==> src/rtl/traffic_pkg.sv <==
// Shared encodings for the NS/EW traffic-light controller.
// TRAFFIC_NIGHT_FLASH_EN adds the FLASH state encoding.
package traffic_pkg;

    localparam logic [2:0] S_ALLRED_A  = 3'd0;
    localparam logic [2:0] S_NS_GREEN  = 3'd1;
    localparam logic [2:0] S_NS_YELLOW = 3'd2;
    localparam logic [2:0] S_ALLRED_B  = 3'd3;
    localparam logic [2:0] S_EW_GREEN  = 3'd4;
    localparam logic [2:0] S_EW_YELLOW = 3'd5;
`ifdef TRAFFIC_NIGHT_FLASH_EN
    localparam logic [2:0] S_FLASH     = 3'd6;
`endif

    typedef enum logic [2:0] {
        ALLRED_A  = S_ALLRED_A,
        NS_GREEN  = S_NS_GREEN,
        NS_YELLOW = S_NS_YELLOW,
        ALLRED_B  = S_ALLRED_B,
        EW_GREEN  = S_EW_GREEN,
        EW_YELLOW = S_EW_YELLOW
`ifdef TRAFFIC_NIGHT_FLASH_EN
        , FLASH   = S_FLASH
`endif
    } state_t;

    // {red,yellow,green}
    localparam logic [2:0] RED = 3'b100;
    localparam logic [2:0] YEL = 3'b010;
    localparam logic [2:0] GRN = 3'b001;
    localparam logic [2:0] OFF = 3'b000;

    function automatic state_t next_phase(input state_t s);
        case (s)
            ALLRED_A:  next_phase = NS_GREEN;
            NS_GREEN:  next_phase = NS_YELLOW;
            NS_YELLOW: next_phase = ALLRED_B;
            ALLRED_B:  next_phase = EW_GREEN;
            EW_GREEN:  next_phase = EW_YELLOW;
            default:   next_phase = ALLRED_A;
        endcase
    endfunction

endpackage

==> src/rtl/tick_gen.sv <==
// Prescaler: emits a one-cycle tick every CLK_HZ clock cycles.
module tick_gen #(
    parameter int CLK_HZ = 50_000_000
) (
    input  logic clk,
    input  logic rst_n,
    output logic tick_1s
);

    localparam int DIV_W = (CLK_HZ > 1) ? $clog2(CLK_HZ) : 1;
    localparam logic [DIV_W-1:0] DIV_MAX = DIV_W'(CLK_HZ - 1);

    logic [DIV_W-1:0] div;

    always_ff @(posedge clk or negedge rst_n) begin
        if (!rst_n)
            div <= '0;
        else if (div == DIV_MAX)
            div <= '0;
        else
            div <= div + 1'b1;
    end

    assign tick_1s = (div == DIV_MAX);

endmodule

==> src/rtl/traffic_ctrl.sv <==
// Two-direction traffic-light FSM with countdowns and pedestrian green shortening.
// TRAFFIC_NIGHT_FLASH_EN adds the night input and a flashing-yellow FLASH state.
module traffic_ctrl
    import traffic_pkg::*;
#(
    parameter int CLK_HZ    = 50_000_000,
    parameter int T_GREEN   = 20,
    parameter int T_YELLOW  = 3,
    parameter int T_ALLRED  = 1,
    parameter int T_PED_MIN = 5,
    parameter int CNT_W     = 8
) (
    input  logic             clk,
    input  logic             rst_n,
    input  logic             ped_req,
`ifdef TRAFFIC_NIGHT_FLASH_EN
    input  logic             night,
`endif
    output logic [2:0]       light_ns,
    output logic [2:0]       light_ew,
    output logic [CNT_W-1:0] cnt_ns,
    output logic [CNT_W-1:0] cnt_ew,
    output logic             ped_wait,
    output logic             tick_1s
);

    localparam logic [CNT_W-1:0] D_GREEN  = CNT_W'(T_GREEN);
    localparam logic [CNT_W-1:0] D_YELLOW = CNT_W'(T_YELLOW);
    localparam logic [CNT_W-1:0] D_ALLRED = CNT_W'(T_ALLRED);
    localparam logic [CNT_W-1:0] D_PED    = CNT_W'(T_PED_MIN);
    localparam logic [CNT_W-1:0] ONE      = CNT_W'(1);

    state_t           state_q, state_d;
    logic [CNT_W-1:0] phase_q, phase_d;
    logic             ped_q, ped_d;
    logic             flash_q, flash_d;
    logic [CNT_W-1:0] base;
    logic             is_green;

    tick_gen #(.CLK_HZ(CLK_HZ)) u_tick_gen (
        .clk     (clk),
        .rst_n   (rst_n),
        .tick_1s (tick_1s)
    );

    function automatic logic [CNT_W-1:0] phase_len(input state_t s);
        case (s)
            NS_GREEN, EW_GREEN:   phase_len = D_GREEN;
            NS_YELLOW, EW_YELLOW: phase_len = D_YELLOW;
            default:              phase_len = D_ALLRED;
        endcase
    endfunction

    always_ff @(posedge clk or negedge rst_n) begin
        if (!rst_n) begin
            state_q <= ALLRED_A;
            phase_q <= D_ALLRED;
            ped_q   <= 1'b0;
            flash_q <= 1'b1;
        end else begin
            state_q <= state_d;
            phase_q <= phase_d;
            ped_q   <= ped_d;
            flash_q <= flash_d;
        end
    end

    always_comb begin
        state_d  = state_q;
        phase_d  = phase_q;
        ped_d    = ped_q | ped_req;
        flash_d  = flash_q;
        is_green = (state_q == NS_GREEN) || (state_q == EW_GREEN);
        base     = tick_1s ? phase_q - ONE : phase_q;

        if (tick_1s && phase_q == ONE) begin
            // Phase end wins over a same-cycle request; a pending request shortens the next green.
            state_d = next_phase(state_q);
            phase_d = phase_len(state_d);
            if ((state_d == NS_GREEN || state_d == EW_GREEN) && ped_d) begin
                phase_d = D_PED;
                ped_d   = 1'b0;
            end
        end else if (is_green) begin
            phase_d = base;
            if (ped_d) begin
                phase_d = (base > D_PED) ? D_PED : base;
                ped_d   = 1'b0;
            end
        end else begin
            phase_d = base;
        end

`ifdef TRAFFIC_NIGHT_FLASH_EN
        if (state_q == FLASH) begin
            ped_d = 1'b0;
            if (!night) begin
                state_d = ALLRED_A;
                phase_d = D_ALLRED;
            end else begin
                state_d = FLASH;
                phase_d = phase_q;
                if (tick_1s)
                    flash_d = ~flash_q;
            end
        end else if (night) begin
            state_d = FLASH;
            phase_d = phase_q;
            ped_d   = 1'b0;
            flash_d = 1'b1;
        end
`endif
    end

    always_comb begin
        light_ns = RED;
        light_ew = RED;
        case (state_q)
            NS_GREEN:  light_ns = GRN;
            NS_YELLOW: light_ns = YEL;
            EW_GREEN:  light_ew = GRN;
            EW_YELLOW: light_ew = YEL;
`ifdef TRAFFIC_NIGHT_FLASH_EN
            FLASH: begin
                light_ns = flash_q ? YEL : OFF;
                light_ew = flash_q ? YEL : OFF;
            end
`endif
            default: ;
        endcase
    end

    // A red direction counts the rest of this phase plus every phase before its own green.
    always_comb begin
        cnt_ns = phase_q;
        cnt_ew = phase_q;
        case (state_q)
            ALLRED_A:  cnt_ew = phase_q + D_GREEN + D_YELLOW + D_ALLRED;
            NS_GREEN:  cnt_ew = phase_q + D_YELLOW + D_ALLRED;
            NS_YELLOW: cnt_ew = phase_q + D_ALLRED;
            ALLRED_B:  cnt_ns = phase_q + D_GREEN + D_YELLOW + D_ALLRED;
            EW_GREEN:  cnt_ns = phase_q + D_YELLOW + D_ALLRED;
            EW_YELLOW: cnt_ns = phase_q + D_ALLRED;
`ifdef TRAFFIC_NIGHT_FLASH_EN
            FLASH: begin
                cnt_ns = '0;
                cnt_ew = '0;
            end
`endif
            default: ;
        endcase
    end

    assign ped_wait = ped_q;

endmodule

==> config.mk <==
export PLATFORM = sky130hd
export DESIGN_NAME = traffic_ctrl
export DESIGN_NICKNAME = d
export VERILOG_FILES = /design/src/rtl/traffic_pkg.sv /design/src/rtl/tick_gen.sv /design/src/rtl/traffic_ctrl.sv
export SDC_FILE = /design/constraint.sdc
export NUM_CORES = 1
export LEC_CHECK = 0
export ABC_AREA = 1
export BUFFER_PORTS_ARGS = -buffer_cell sky130_fd_sc_hd__buf_2
export CAP_MARGIN = 5
export CELL_PAD_IN_SITES_DETAIL_PLACEMENT = 1
export CELL_PAD_IN_SITES_GLOBAL_PLACEMENT = 2
export CORE_ASPECT_RATIO = 0.8
export CORE_MARGIN = 3
export CORE_UTILIZATION = 37
export DETAILED_ROUTE_END_ITERATION = 12
export PLACE_DENSITY_LB_ADDON = 0.1
export SKIP_LAST_GASP = 1
export SYNTH_ARGS = -nofsm -noshare
export SYNTH_HDL_FRONTEND = slang
export SYNTH_SLANG_ARGS = --single-unit
==> constraint.sdc <==
create_clock -name clk -period 4.8 [get_ports clk]
set_input_delay 0.24 -clock clk [delete_from_list [all_inputs] [get_ports clk]]
set_output_delay 0.24 -clock clk [all_outputs]
set_load 0.02 [all_outputs]
==> reports/summary.txt, run 1 <==
critical path required time -> 4560 ps
vias in the first global route -> 2763
largest net degree at the start of global routing -> 39
clock sink count -> 38
final period utilization -> 53.7%
Max stage delay on crit path -> 470 ps
fin. max-slew vios -> 0
Final Instance Area -> 0.00324 sq mm
htree depth -> 2
ANT nets after route -> 0
IO Count -> 27
drt wl/cell -> 16.0 um
crit path max-delay cell type -> dfrtp_1
final hold vios -> 0
n_diodes -> 0
Leak Pwr -> 1.59 nW
Seq/Total Area, Yosys -> 32.9%
Die H -> 85.1 um
Hold/Removal Path Class -> primary input to asynchronous set/reset pin
final wirelength -> 8.76 mm
CTS tree -> done
die area -> 0.00892 sq mm
Vias/cell -> 5.06
FF-to-FF setup slack -> 2590 ps
crit-path max FO -> 7
Vias -> 2772
maximum capacitance violations -> 0
Max-Slew Margin vs Limit -> 40.7%
Final Critical Period -> 2580 ps
initial antenna violation count -> 0
All-Layer GR Usage -> 20.6%
CTS max path bufs -> 2
Area Overhead vs Synth -> 11.9%
DP Area -> 0.00314 sq mm
detailed placement HPWL -> 7.13 mm
CP Class -> register to output port
kind of cell adding the most delay to the critical path -> simple AND/OR/NAND/NOR gates
clk_lat worst skew -> 290 ps
Design Power -> 0.559 mW
GPL Wtd Cong -> 0.935
grt ovf -> 0
Post-synth ARST share -> 100%
nets@finish -> 454
die width -> 105 um
clk_skew -> 10.0 ps
Hold Buf Count CTS -> 0
Worst-path clk slew -> 80 ps
post-synthesis cell count -> 411
# port buffers -> 26
worst r2r path cells -> 15
Setup-failing EPs final -> 0
RR Endpoint -> phase_q[2]
RSZ-0062 raised after global routing -> false
FF+latch count, synth -> 38
synth top area cells -> dfrtp_1 (32%), nand2_1 (13%), xor2_1 (7.3%)
Rows -> 28
DRC violation count after routing -> 0
Synth area leader -> dfrtp_1
Netlist cell types -> 35
Ys Warns -> 0
Worst Tran Pin Value -> 889 ps
final setup TNS -> 0 ps
critical path data arrival time -> 2340 ps
Root Buffer -> clkbuf_8
Initial Utilization -> 38.6%
number of iterations in the first detailed-routing pass -> 4
startpoint types -> register
DRT iter0 DRCs -> 128
most frequent cell after synthesis -> nand2_1
top_reg_cell synth -> dfrtp_1
worst-path cell chain -> nor3_2 -> inv_1 -> nand2_1 -> nor2_1 -> a311oi_1 -> a21oi_1 -> buf_2
Avg Cell Area, Syn -> 7.04 sq um
Post-synth top cells -> nand2_1 (101), inv_1 (48), nor2_1 (48)
Final Core Density -> 43.2%
Peak Freq -> 388 MHz
run status -> finished clean
r2r startpoint -> phase_q[3]
CTS Buf Count -> 5
postcts setup bufs -> 0
Critical path buffers and inverters -> 2
share of cells above drive strength 1 -> 18.1%
cts repair resizes -> 0
Syn Nets -> 423
combined area of all synthesized cells -> 0.00289 sq mm
share of the synthesized area in the top cell type -> 32.0%
number of synthesized flops with an enable pin -> 0
power density over the cells -> 173 mW/mm^2
first-pass GRT wire length -> 14.8 mm
VDD IR-drop max -> 0.0917 mV
Crit. End Element -> output port
core outline area -> 0.00750 sq mm
-- layout by cell type, fill, tap and decap left out, types with 2 or more instances in the layout --
master,count
nand2_1,101
inv_1,48
nor2_1,48
dfrtp_1,37
buf_2,26
xor2_1,24
o21ai_0,20
a21oi_1,17
nand3_1,16
o22ai_1,12
inv_2,10
nor3_1,10
nand2_2,10
nor2_2,9
ha_1,9
nor2_4,7
clkbuf_8,6
a31oi_1,5
nor3_2,4
nor4_1,3
nand4_1,3
a22oi_1,2
nand3_2,2
-- stage by stage --
stage	setup WS, ps	hold slack [ps]	std cells
2_1_floorplan	2770	-55.6	411
3_3_place_gp	2530	414	540
3_5_place_dp	2530	417	540
4_1_cts	2200	98.7	548
5_1_grt	1950	125	548
6_report	2220	62.5	548
-- kinds of logic after synthesis --
group	synth area share (%)
simple gates	36.0
xor+xnor	7.27
fa+ha+maj	3.89
compound gates	11.9
buf+inv	8.00
flops	32.9
-- routing by layer --
metal  routed length (um)  vias to the layer above  track usage (%)
met3                  243                        8             3.27
met5                    0                        -                0
met1                 4940                     1348             33.4
met2                 3510                       27             28.4
li1                     -                     1389                -
met4                   67                        0             3.46
-- layout make-up --
cell class                 count  area, sq um
clock inverter                 1         5.00
sequential                    38          952
tap                          105          131
timing repair buffer          26          130
clock buffer                   7         86.3
fill                        1014         4260
inverter                      59          221
multi-input combinational    312         1710
-- sequential cells by signal, indices dropped and copies added, names as in the netlist --
| name | count |
|---|---|
| state_q | 3 |
| phase_q | 8 |
| ped_wait | 1 |
| u_tick_gen.div | 26 |
-- report_power, final --
part	leakage, nW	internal [mW]	switching (mW)
registers	0.497	0.320	0.0000000000000000286
clock network	0.0482	0.116	0.116
logic	1.04	0.000583	0.00654
total	1.59	0.437	0.123
-- worst max-delay path by stage --
stage / start / to / depth (start not counted)
2_1_floorplan: state_q[2] / cnt_ns[6] / 8
3_3_place_gp: state_q[2] / cnt_ew[5] / 7
3_5_place_dp: state_q[2] / cnt_ew[5] / 7
4_1_cts: state_q[2] / cnt_ew[5] / 7
5_1_grt: state_q[2] / cnt_ew[5] / 7
6_report: state_q[2] / cnt_ew[5] / 7
Note: power is estimated with default switching activity, not from simulation.
==> run 2: changes to the inputs <==
- ABC_AREA: 1 -> 0
- CORE_UTILIZATION: 37 -> 32
- clock period: 4.8 -> 2.2 ns (I/O delays scaled with it)
==> run 2 against run 1 <==
Against the previous run: the flow now finishes with violations (negative setup slack); synthesized area is 5.7% lower; clock power is 100% higher; power is 120% higher; non-clock buffer count is 61 higher; register-to-register slack worse by 2800 ps; worst hold slack better by 110 ps.
==> reports/summary.txt, run 2 <==
run status -> finished with violations
failing checks -> negative setup slack
most frequent cell after synthesis -> nor2_1
Worst Hold Path Cells -> 4
initial antenna violation count -> 0
Crit. End Element -> register
CTS tree -> done
share of the synthesized area in the top cell type -> 33.9%
Root Buffer -> clkbuf_8
Synth area leader -> dfrtp_1
top_reg_cell synth -> dfrtp_1
dpl cells -> 507
critical path required time -> 2420 ps
worst-path cell chain -> or4_4 -> or4_4 -> nor4_4 -> buf_4 -> o2111ai_4 -> a21oi_2 -> a21oi_2 -> o21a_1
Rows -> 29
Max stage delay on crit path -> 540 ps
met3 Use GR -> 3.14%
Max-Slew Margin vs Limit -> 40.2%
Non-Filler Instances -> 528
# port buffers -> 26
clk_lat worst skew -> 290 ps
crit path max-delay cell type -> or4_4
CP Depth -> 8
DRT iter0 DRCs -> 145
clock sink count -> 38
DRC violation count after routing -> 0
kind of cell adding the most delay to the critical path -> simple AND/OR/NAND/NOR gates
FF-to-FF setup slack -> -190 ps
synth top area cells -> dfrtp_1 (34%), xnor2_1 (8.0%), nor2_1 (6.3%)
r2r startpoint -> u_tick_gen.div[18]
crit-path max FO -> 5
Die H -> 88.6 um
detailed placement HPWL -> 6.64 mm
Initial Utilization -> 33.7%
vias in the first global route -> 2698
critical path data arrival time -> 2600 ps
Worst Tran Pin Value -> 897 ps
RSZ-0062 raised after global routing -> true
HP Start -> ped_req
Setup-failing EPs final -> 14
IO Count -> 27
GPL Wtd Cong -> 0.832
final period utilization -> 108%
FF+latch count, synth -> 38
final hold vios -> 0
Final Critical Period -> 2390 ps
Vias/cell -> 5.16
maximum capacitance violations -> 0
Hold/Removal Path Class -> primary input to register
clk_skew -> 12.9 ps
share of cells above drive strength 1 -> 31.7%
final setup margin -> -186 ps
Largest regs -> u_tick_gen.div (26), phase_q (8), state_q (3)
ANT nets after route -> 0
Post-synth top cells -> nor2_1 (46), dfrtp_1 (37), nand2_1 (37)
number of synthesized flops with an enable pin -> 0
Leak Pwr -> 1.67 nW
All-Layer GR Usage -> 19.3%
combined area of all synthesized cells -> 0.00273 sq mm
first-pass GRT wire length -> 14.5 mm
startpoint types -> register
met2 Use GR -> 27.6%
Avg Cell Area, Syn -> 8.02 sq um
CTS max path bufs -> 2
CP Class -> register to register
commonest non-fill, non-tap cells in the layout -> buf_4 (57), nor2_1 (45), nand2_1 (34)
Largest Register -> u_tick_gen.div
largest net degree at the start of global routing -> 39
grt met1 use -> 30.9%
Peak Freq -> 419 MHz
VDD IR-drop max -> 0.273 mV
Final Core Density -> 44.9%
busiest grt layer -> met1
RR Endpoint -> phase_q[0]
n_diodes -> 0
die width -> 109 um
nets@finish -> 432
Syn Nets -> 352
Seq/Total Area, Yosys -> 34.9%
final setup TNS -> -1510 ps
Vias -> 2722
final wirelength -> 8.71 mm
post-synthesis cell count -> 340
fin. max-slew vios -> 0
Ys Warns -> 0
worst r2r path cells -> 8
Area Overhead vs Synth -> 33.1%
Critical path buffers and inverters -> 1
drt wl/cell -> 16.5 um
# fillers -> 994
power density over the cells -> 341 mW/mm^2
Netlist cell types -> 54
Post-synth ARST share -> 100%
WHS Endpoint -> phase_q[4]
Worst-path clk slew -> 80 ps
CTS Buf Count -> 5
most common cell after layout, fill and taps aside -> buf_4
grt ovf -> 0
htree depth -> 2
die area -> 0.00967 sq mm
Largest register FFs -> 26
number of iterations in the first detailed-routing pass -> 4
core outline area -> 0.00809 sq mm
-- run 2: cell families (layout without fill, tap and decap cells) --
kind of cell             Yosys count  after routing  synth area share (%)
AO/OA/AOI/OAI                     76             76                  17.2
buffers and inverters             30            110                  4.31
AND/OR/NAND/NOR                  145            145                  26.0
flip-flops                        38             38                  34.9
XOR/XNOR                          42             42                  13.5
adder cells (fa/ha/maj)            9              9                  4.13
-- run 2: power by group --
group          leakage, nW  total [mW]  internal [mW]  switching (mW)
Sequential           0.494       0.705          0.701         0.00471
Clock               0.0438       0.472          0.213           0.259
Combinational         1.13      0.0606         0.0222          0.0384
Total                 1.67        1.24          0.936           0.302
-- run 2: final cells by class --
cell class                      instances  area, sq um  share of cell area [%]
Clock buffer                            5         68.8                    1.90
Clock inverter                          2         10.0                   0.276
Inverter                               16         60.1                    1.65
Multi-Input combinational cell        272         1790                    49.2
Sequential cell                        38          957                    26.4
Tap cell                              108          135                    3.72
Timing Repair Buffer                   87          614                    16.9
-- run 2: through the flow --
stage | hold WS, ps | power (mW) | cell area [sq um] | worst slack [ps]
after floorplan | -186 | 0.742 | 2730 | -61.9
after global placement | 280 | 0.770 | 3290 | -101
after detailed placement | 290 | 0.771 | 3290 | -169
after CTS | 160 | 1.25 | 3460 | -160
after global routing | 178 | 1.30 | 3630 | -326
final | 171 | 1.24 | 3630 | -186
-- run 2: metal layers --
| layer | vias up | wire length [um] |
|---|---|---|
| li1 | 1341 | - |
| met1 | 1344 | 4940 |
| met2 | 32 | 3510 |
| met3 | 5 | 235 |
| met4 | 0 | 33 |
| met5 | - | 0 |
-- run 2: worst reg2reg max path: stages, from the launching register on --
cell and delay (ps):
dfrtp_1 390, or4_4 540, or4_4 440, nor4_4 170, buf_4 200, o2111ai_4 110, a21oi_2 180, a21oi_2 100
o21a_1 190
-- run 2: timing repair --
action,4_1_cts,5_1_grt
pin swaps,6,10
gates resized for setup,12,34
buffers inserted,6,9
endpoints found under the hold margin,37,0
endpoints found under the setup margin,19,37
hold buffers,1,0
-- run 2: worst max path at each step --
stage / start / endpoint / slack [ps]
after floorplan: u_tick_gen.div[18] / phase_q[2] / -60
after global placement: u_tick_gen.div[18] / phase_q[2] / -100
after detailed placement: u_tick_gen.div[18] / phase_q[2] / -170
after CTS: u_tick_gen.div[18] / phase_q[2] / -160
after global routing: u_tick_gen.div[18] / phase_q[2] / -330
final: u_tick_gen.div[18] / phase_q[0] / -190
